===== config.mk =====
export PLATFORM = sky130hd
export DESIGN_NAME = busy_tracker
export DESIGN_NICKNAME = d
export VERILOG_FILES = /design/src/rtl/busy_tracker.sv
export SDC_FILE = /design/constraint.sdc
export NUM_CORES = 1
export LEC_CHECK = 0
export CORE_UTILIZATION = 28
export DETAILED_ROUTE_END_ITERATION = 10
export DONT_BUFFER_PORTS = 1
export PLACE_DENSITY = 0.4
export SYNTH_ARGS = -nofsm -noshare
export SYNTH_HDL_FRONTEND = slang
export SYNTH_SLANG_ARGS = --single-unit

===== constraint.sdc =====
create_clock -name clk -period 3 [get_ports clk]
set_clock_uncertainty 0.2 [all_clocks]
set_input_delay 0.6 -clock clk [delete_from_list [all_inputs] [get_ports clk]]
set_output_delay 0.6 -clock clk [all_outputs]
set_load 0.02 [all_outputs]

===== src/rtl/busy_tracker.sv =====
// busy_tracker: request/accept/cancel handshake tracker driving busy, with done/timed_out/dropped pulses
// Optional embedded assertions are compiled when BUSY_TRACKER_SVA_EN is defined.
module busy_tracker #(
  parameter int BUSY_CYCLES = 4,
  parameter int TIMEOUT = 16
) (
  input  logic clk,
  input  logic rst_n,
  input  logic request,
  input  logic accept,
  input  logic cancel,
  output logic busy,
  output logic done,
  output logic timed_out,
  output logic dropped,
  output logic pending
);
  typedef enum logic [1:0] {IDLE, PENDING, BUSY} state_t;
  localparam logic [7:0] BUSY_LIM = 8'(BUSY_CYCLES);
  localparam logic [7:0] WAIT_LIM = 8'(TIMEOUT - 1);
  state_t state, state_n;
  logic [7:0] wait_cnt, wait_n, busy_cnt, busy_n;
  logic done_n, timed_out_n, dropped_n;
  logic take;
  assign take = (state == PENDING) && accept && !cancel;
  assign busy = take || (state == BUSY);
  assign pending = state == PENDING;
  // State, counters and pulse outputs; async reset aborts any transaction silently
  always_ff @(posedge clk or negedge rst_n) begin
    if (!rst_n) begin
      state <= IDLE;
      wait_cnt <= '0;
      busy_cnt <= '0;
      done <= 1'b0;
      timed_out <= 1'b0;
      dropped <= 1'b0;
    end else begin
      state <= state_n;
      wait_cnt <= wait_n;
      busy_cnt <= busy_n;
      done <= done_n;
      timed_out <= timed_out_n;
      dropped <= dropped_n;
    end
  end
  // Next-state logic; busy_cnt holds the count for the current cycle, so the accept cycle (count 1) loads 2 for the first BUSY cycle
  always_comb begin
    state_n = state;
    wait_n = wait_cnt;
    busy_n = busy_cnt;
    done_n = 1'b0;
    timed_out_n = 1'b0;
    dropped_n = request && (state != IDLE);
    case (state)
      IDLE: begin
        if (request) begin
          state_n = PENDING;
          wait_n = '0;
        end
      end
      PENDING: begin
        if (cancel) begin
          state_n = IDLE;
        end else if (accept) begin
          state_n = (BUSY_LIM == 8'd1) ? IDLE : BUSY;
          done_n = BUSY_LIM == 8'd1;
          busy_n = 8'd2;
        end else if (wait_cnt >= WAIT_LIM) begin
          state_n = IDLE;
          timed_out_n = 1'b1;
        end else begin
          wait_n = (wait_cnt == 8'hff) ? wait_cnt : wait_cnt + 8'd1;
        end
      end
      BUSY: begin
        if (busy_cnt >= BUSY_LIM) begin
          state_n = IDLE;
          done_n = 1'b1;
        end else begin
          busy_n = (busy_cnt == 8'hff) ? busy_cnt : busy_cnt + 8'd1;
        end
      end
      default: state_n = IDLE;
    endcase
  end
`ifdef BUSY_TRACKER_SVA_EN
  
  
  
  
  
  
  
  
`else
`endif
endmodule


# Yosys cells after proc, flatten, opt, wreduce, memory -nomap -nowiden
# Index checks and enable logic that the tools add are counted.
[word_totals]
reg_bits = 21
in_bits = 5
out_inout_bits = 5
elab_cells = 59
[op_classes]
add_sub_neg = 2
n_lt_le_gt_ge = 2
eq_ne = 14
mux = 23
n_reduce_logical = 12
[op_table]
columns = ["cell", "count"]
rows = [
  ["$mux 8", 9],
  ["$pmux 8 s2", 2],
  ["$add 8x1->8 const B", 2],
  ["$eq 8x8->1 const B", 2],
  ["$ne 2x2->1 const B", 8],
  ["$mux 2", 5],
  ["$ge 8x3->1 const B", 1],
  ["$ge 8x4->1 const B", 1],
  ["$mux 1", 6],
  ["$pmux 2 s3", 1],
  ["$reduce_and 6->1", 1],
  ["$reduce_bool 2->1", 3],
  ["$reduce_and 5->1", 1],
  ["$ne 4x3->1 const B", 1],
  ["$logic_and 1x1->1", 3],
  ["$reduce_and 3->1", 1],
  ["$eq 2x1->1 const B", 1],
  ["$eq 2x2->1 const B", 1],
  ["$logic_not 2->1", 1],
  ["$ne 2x1->1 const B", 1],
  ["$logic_not 1->1", 1],
  ["$logic_or 1x1->1", 1],
]

# Depth between registers and ports, before layout
[logic_depth]
depth_word = 6
depth_mapped = 5
depth_no_buf = 5

# Worst setup path before layout
# No wires, ideal clock.
[synth_path]
path_kind = "input -> register"
startpoint = "input port cancel"
endpoint = "register wait_cnt[3]"
setup_time_ns = 0.078
t_arrival_ns = 1.549
required_ns = 2.722
setup_slack_ns = 1.173
path_stages = 4
n_path_buf = 0
cell_sequence = "nor4b_4 -> o211ai_4 -> or3_1 -> a21oi_1"
[synth_between]
elab_chain_len = 2
[synth_rtl]
columns = ["element", "line_no", "source"]
rows = [
  ["start: declaration", "11", "input logic cancel,"],
  ["$ne 2x2->1 (no line)", "--", ""],
  ["$reduce_and 6->1 (no line)", "--", ""],
  ["end signal: assignment", "39", "wait_cnt <= wait_n;"],
  ["end: declaration", "22", "logic [7:0] wait_cnt, wait_n, busy_cnt, busy_n;"],
]
# Every way passes these cells.
# A chain may end at the register's enable or synchronous reset.

# Worst setup path in the final report
[layout_path]
startpoint = "register state[1]"
endpoint = "output port busy"
[layout_between]
elab_chain_len = 4
elab_cells_between_ends = 5
classes_between = "2 x eq/ne; 3 x reduce/logical"
[layout_rtl]
columns = ["element", "line_no", "source"]
rows = [
  ["start: declaration", "21", "state_t state, state_n;"],
  ["start signal: assignment", "38", "state <= state_n;"],
  ["$eq 2x1->1", "25", "assign take = (state == PENDING) && accept && !cancel;"],
  ["$logic_and 1x1->1 (2 in a row)", "25", ""],
  ["$logic_or 1x1->1 (*)", "26", "assign busy = take || (state == BUSY);"],
  ["end: declaration", "12", "output logic busy,"],
]
# Mark *: on every way between the ends. The rest lies on a longest branch, timed or not.

==> qor.yml <==
status:
  status: "finished, final reports clean"
placed_design:
  dp_hpwl_um: 1050
  io_buffers: 0
  gp_congestion: 0.697
final_layout:
  seq_area_sq_um: 526
  drive_above_1_share_pct: 11.3
  multi_input_area_sq_um: 370
  layout.nets: 89
  filler_cell_count: 326
  syn_to_final_growth_pct: 10.0
  final_util_pct: 32.6
  n_antenna_cell: 0
route:
  drc_errors: 0
  via_per_inst: 4.39
  drt-total-wl_um: 1480
  drt-initial-drc-count: 10
  first_pass_iters: 4
  antenna_left: 0
  vias: 544
  avgRoutedWirePerCell_um: 12.0
synth:
  synth_area_per_cell_sq_um: 12.1
  synth_fp_nets: 83
  ys_ff_latch: 21
  synth_warnings: 0
  synth-edff-count: 0
  synth_top_flop_cell: "dfrtp_1"
  seq_area_frac_synth_pct: 57.7
  synthCells: 75
  syn_area_sq_um: 911
  synth-async-reset-ratio_pct: 100
  ys_types: 27
clock_tree:
  clk-insertion-delay-late_ns: 0.30
  clockBufferDepth: 2
  root_buffer: "clkbuf_4"
  postCtsSetupRepairBufs: 0
  clock_sinks: 21
  numCtsBuffers: 3
  clk_pin_slew_ns: 0.12
  tritoncts: "built"
  htree_levels: 1
global_routing:
  grt_max_degree: 22
  grt_pass1_vias: 534
  grt_overflow: 0
  grt_pass1_wl_um: 2570
  antenna_found_initial: 0
  grt_usage_pct: 10.4
worst_hold_path:
  hold_path.class: "in2reg"
  holdPathEnd: "state[0]"
  hp-start: "request"
  hold_depth: 2
worst_setup_path:
  crit_path_max_fanout: 5
  worstSetupPathType: "reg2out"
  r2r_cells: 4
  critical_path.startpoint_type: "register"
  rr_endpoint: "wait_cnt[3]"
  critPathArrivalTime_ns: 1.43
  crit_start: "state[1]"
  r2r-start: "state[1]"
  worstSetupEndpointType: "output pin"
  regToRegSetupSlack_ns: 1.16
  critPathRequiredTime_ns: 2.20
floorplanning:
  die_x_um: 59.0
  start_util_pct: 29.6
  fp.dieH_um: 59.0
  ioPinCount: 10
  rows: 20
  core-area_sq_mm: 0.00308
  die-area_sq_mm: 0.00349
timing:
  setup_viol: 0
  tightest_slew_ns: 0.938
  relSlewSlack_pct: 37.2
  finalMaxSlewViolations: 0
  fin_crit_sh_pct: 74.4
  final.min_clock_period_ns: 2.23
  finalHoldViolations: 0
  tns_ns: 0
  rsz0062_at_grt: "no"
  max_freq_ghz: 0.448
power_and_ir_drop:
  p_per_area_mw_per_mm2: 733
  peakVddDrop_mv: 0.302
  leakage_nw: 0.463
job:
  maxCapViolations: 0
what timing repair did:
action                                  4_1_cts  5_1_grt
endpoints found under the setup margin        0        0
resized for setup                             0        0
hold buffers                                  1        0
hold endpoints to repair                     21        0
critical path, stage by stage, from the launching register on:
cell and delay [ns]:
dfrtp_1 0.48, nand2b_1 0.25, nor2_1 0.12, nand2_1 0.09
nand2_1 0.19
synth_stat cells (2+ instances only):
cell / count / area (sq um)
dfrtp_1: 21 / 526
nor2b_1: 10 / 62.6
nand2_1: 6 / 22.5
nor2_1: 5 / 18.8
inv_1: 4 / 15.0
ha_1: 3 / 37.5
nand3_1: 3 / 15.0
a21oi_1: 2 / 10.0
nand2b_1: 2 / 12.5
o21ai_0: 2 / 10.0
cell families (layout without fill, tap and decap cells):
| family | count (synthesis) | in the layout | share of synthesized area [%] |
|---|---|---|---|
| AND/OR/NAND/NOR | 35 | 35 | 26.1 |
| flip-flops | 21 | 21 | 57.7 |
| AO/OA/AOI/OAI | 11 | 11 | 9.34 |
| buffers and inverters | 4 | 9 | 1.65 |
| adder cells (fa/ha/maj) | 3 | 3 | 4.12 |
| multiplexers | 1 | 1 | 1.10 |
layout by cell type (no fill, tap or decap), drive strengths merged, types with 2 or more instances in the layout:
master	netlist	final
a21oi	2	2
nand3	3	3
nor4b	2	2
nor2	5	5
ha	3	3
nor3b	2	2
nand2	6	6
nor2b	10	10
o21ai	3	3
nor4	2	2
inv	4	4
clkbuf	0	4
nand2b	2	2
dfrtp	21	21
o211ai	2	2
state kept, by name (all words and copies together), names as in the netlist:
name,flops
busy_cnt,8
wait_cnt,8
state,2
done,1
dropped,1
timed_out,1
report_power, final:
group / leakage [nW] / internal (W) / total, W / switching, W
Clock: 0.0150 / 0.0000518 / 0.000138 / 0.0000866
Sequential: 0.283 / 0.000330 / 0.000384 / 0.0000547
Combinational: 0.165 / 0.0000831 / 0.000212 / 0.000129
Total: 0.463 / 0.000464 / 0.000735 / 0.000270
area by class of cell:
cell class	count	share of cell area (%)
Clock buffer	4	2.62
Inverter	4	1.50
Multi-Input combinational cell	50	37.0
Sequential cell	21	52.4
Tap cell	44	5.49
Timing Repair Buffer	1	0.999
per-layer routing:
| metal | up-vias | wire length [um] | track usage [%] |
|---|---|---|---|
| li1 | 268 | - | - |
| met5 | - | 0 | 0 |
| met3 | 2 | 52 | 3.93 |
| met1 | 265 | 743 | 13.5 |
| met2 | 9 | 671 | 15.6 |
| met4 | 0 | 15 | 4.08 |
how the worst max path moves through the flow:
stage,cells after the start,to
after global placement,4,wait_cnt[3]
after detailed placement,4,wait_cnt[3]
after floorplan,4,wait_cnt[3]
final,4,busy
after global routing,4,busy
after CTS,4,busy
metrics by stage:
stage / std cells / total power, W / hold slack [ns] / setup slack [ns] / instance area, sq um
after floorplan: 75 / 0.000558 / 0.104 / 1.17 / 911
after global placement: 119 / 0.000601 / 0.105 / 1.06 / 966
after detailed placement: 119 / 0.000601 / 0.105 / 1.03 / 966
after CTS: 124 / 0.000748 / 0.224 / 0.753 / 1000
after global routing: 124 / 0.000800 / 0.226 / 0.676 / 1000
final: 124 / 0.000735 / 0.235 / 0.768 / 1000
Note: power is estimated with default switching activity, not from simulation.
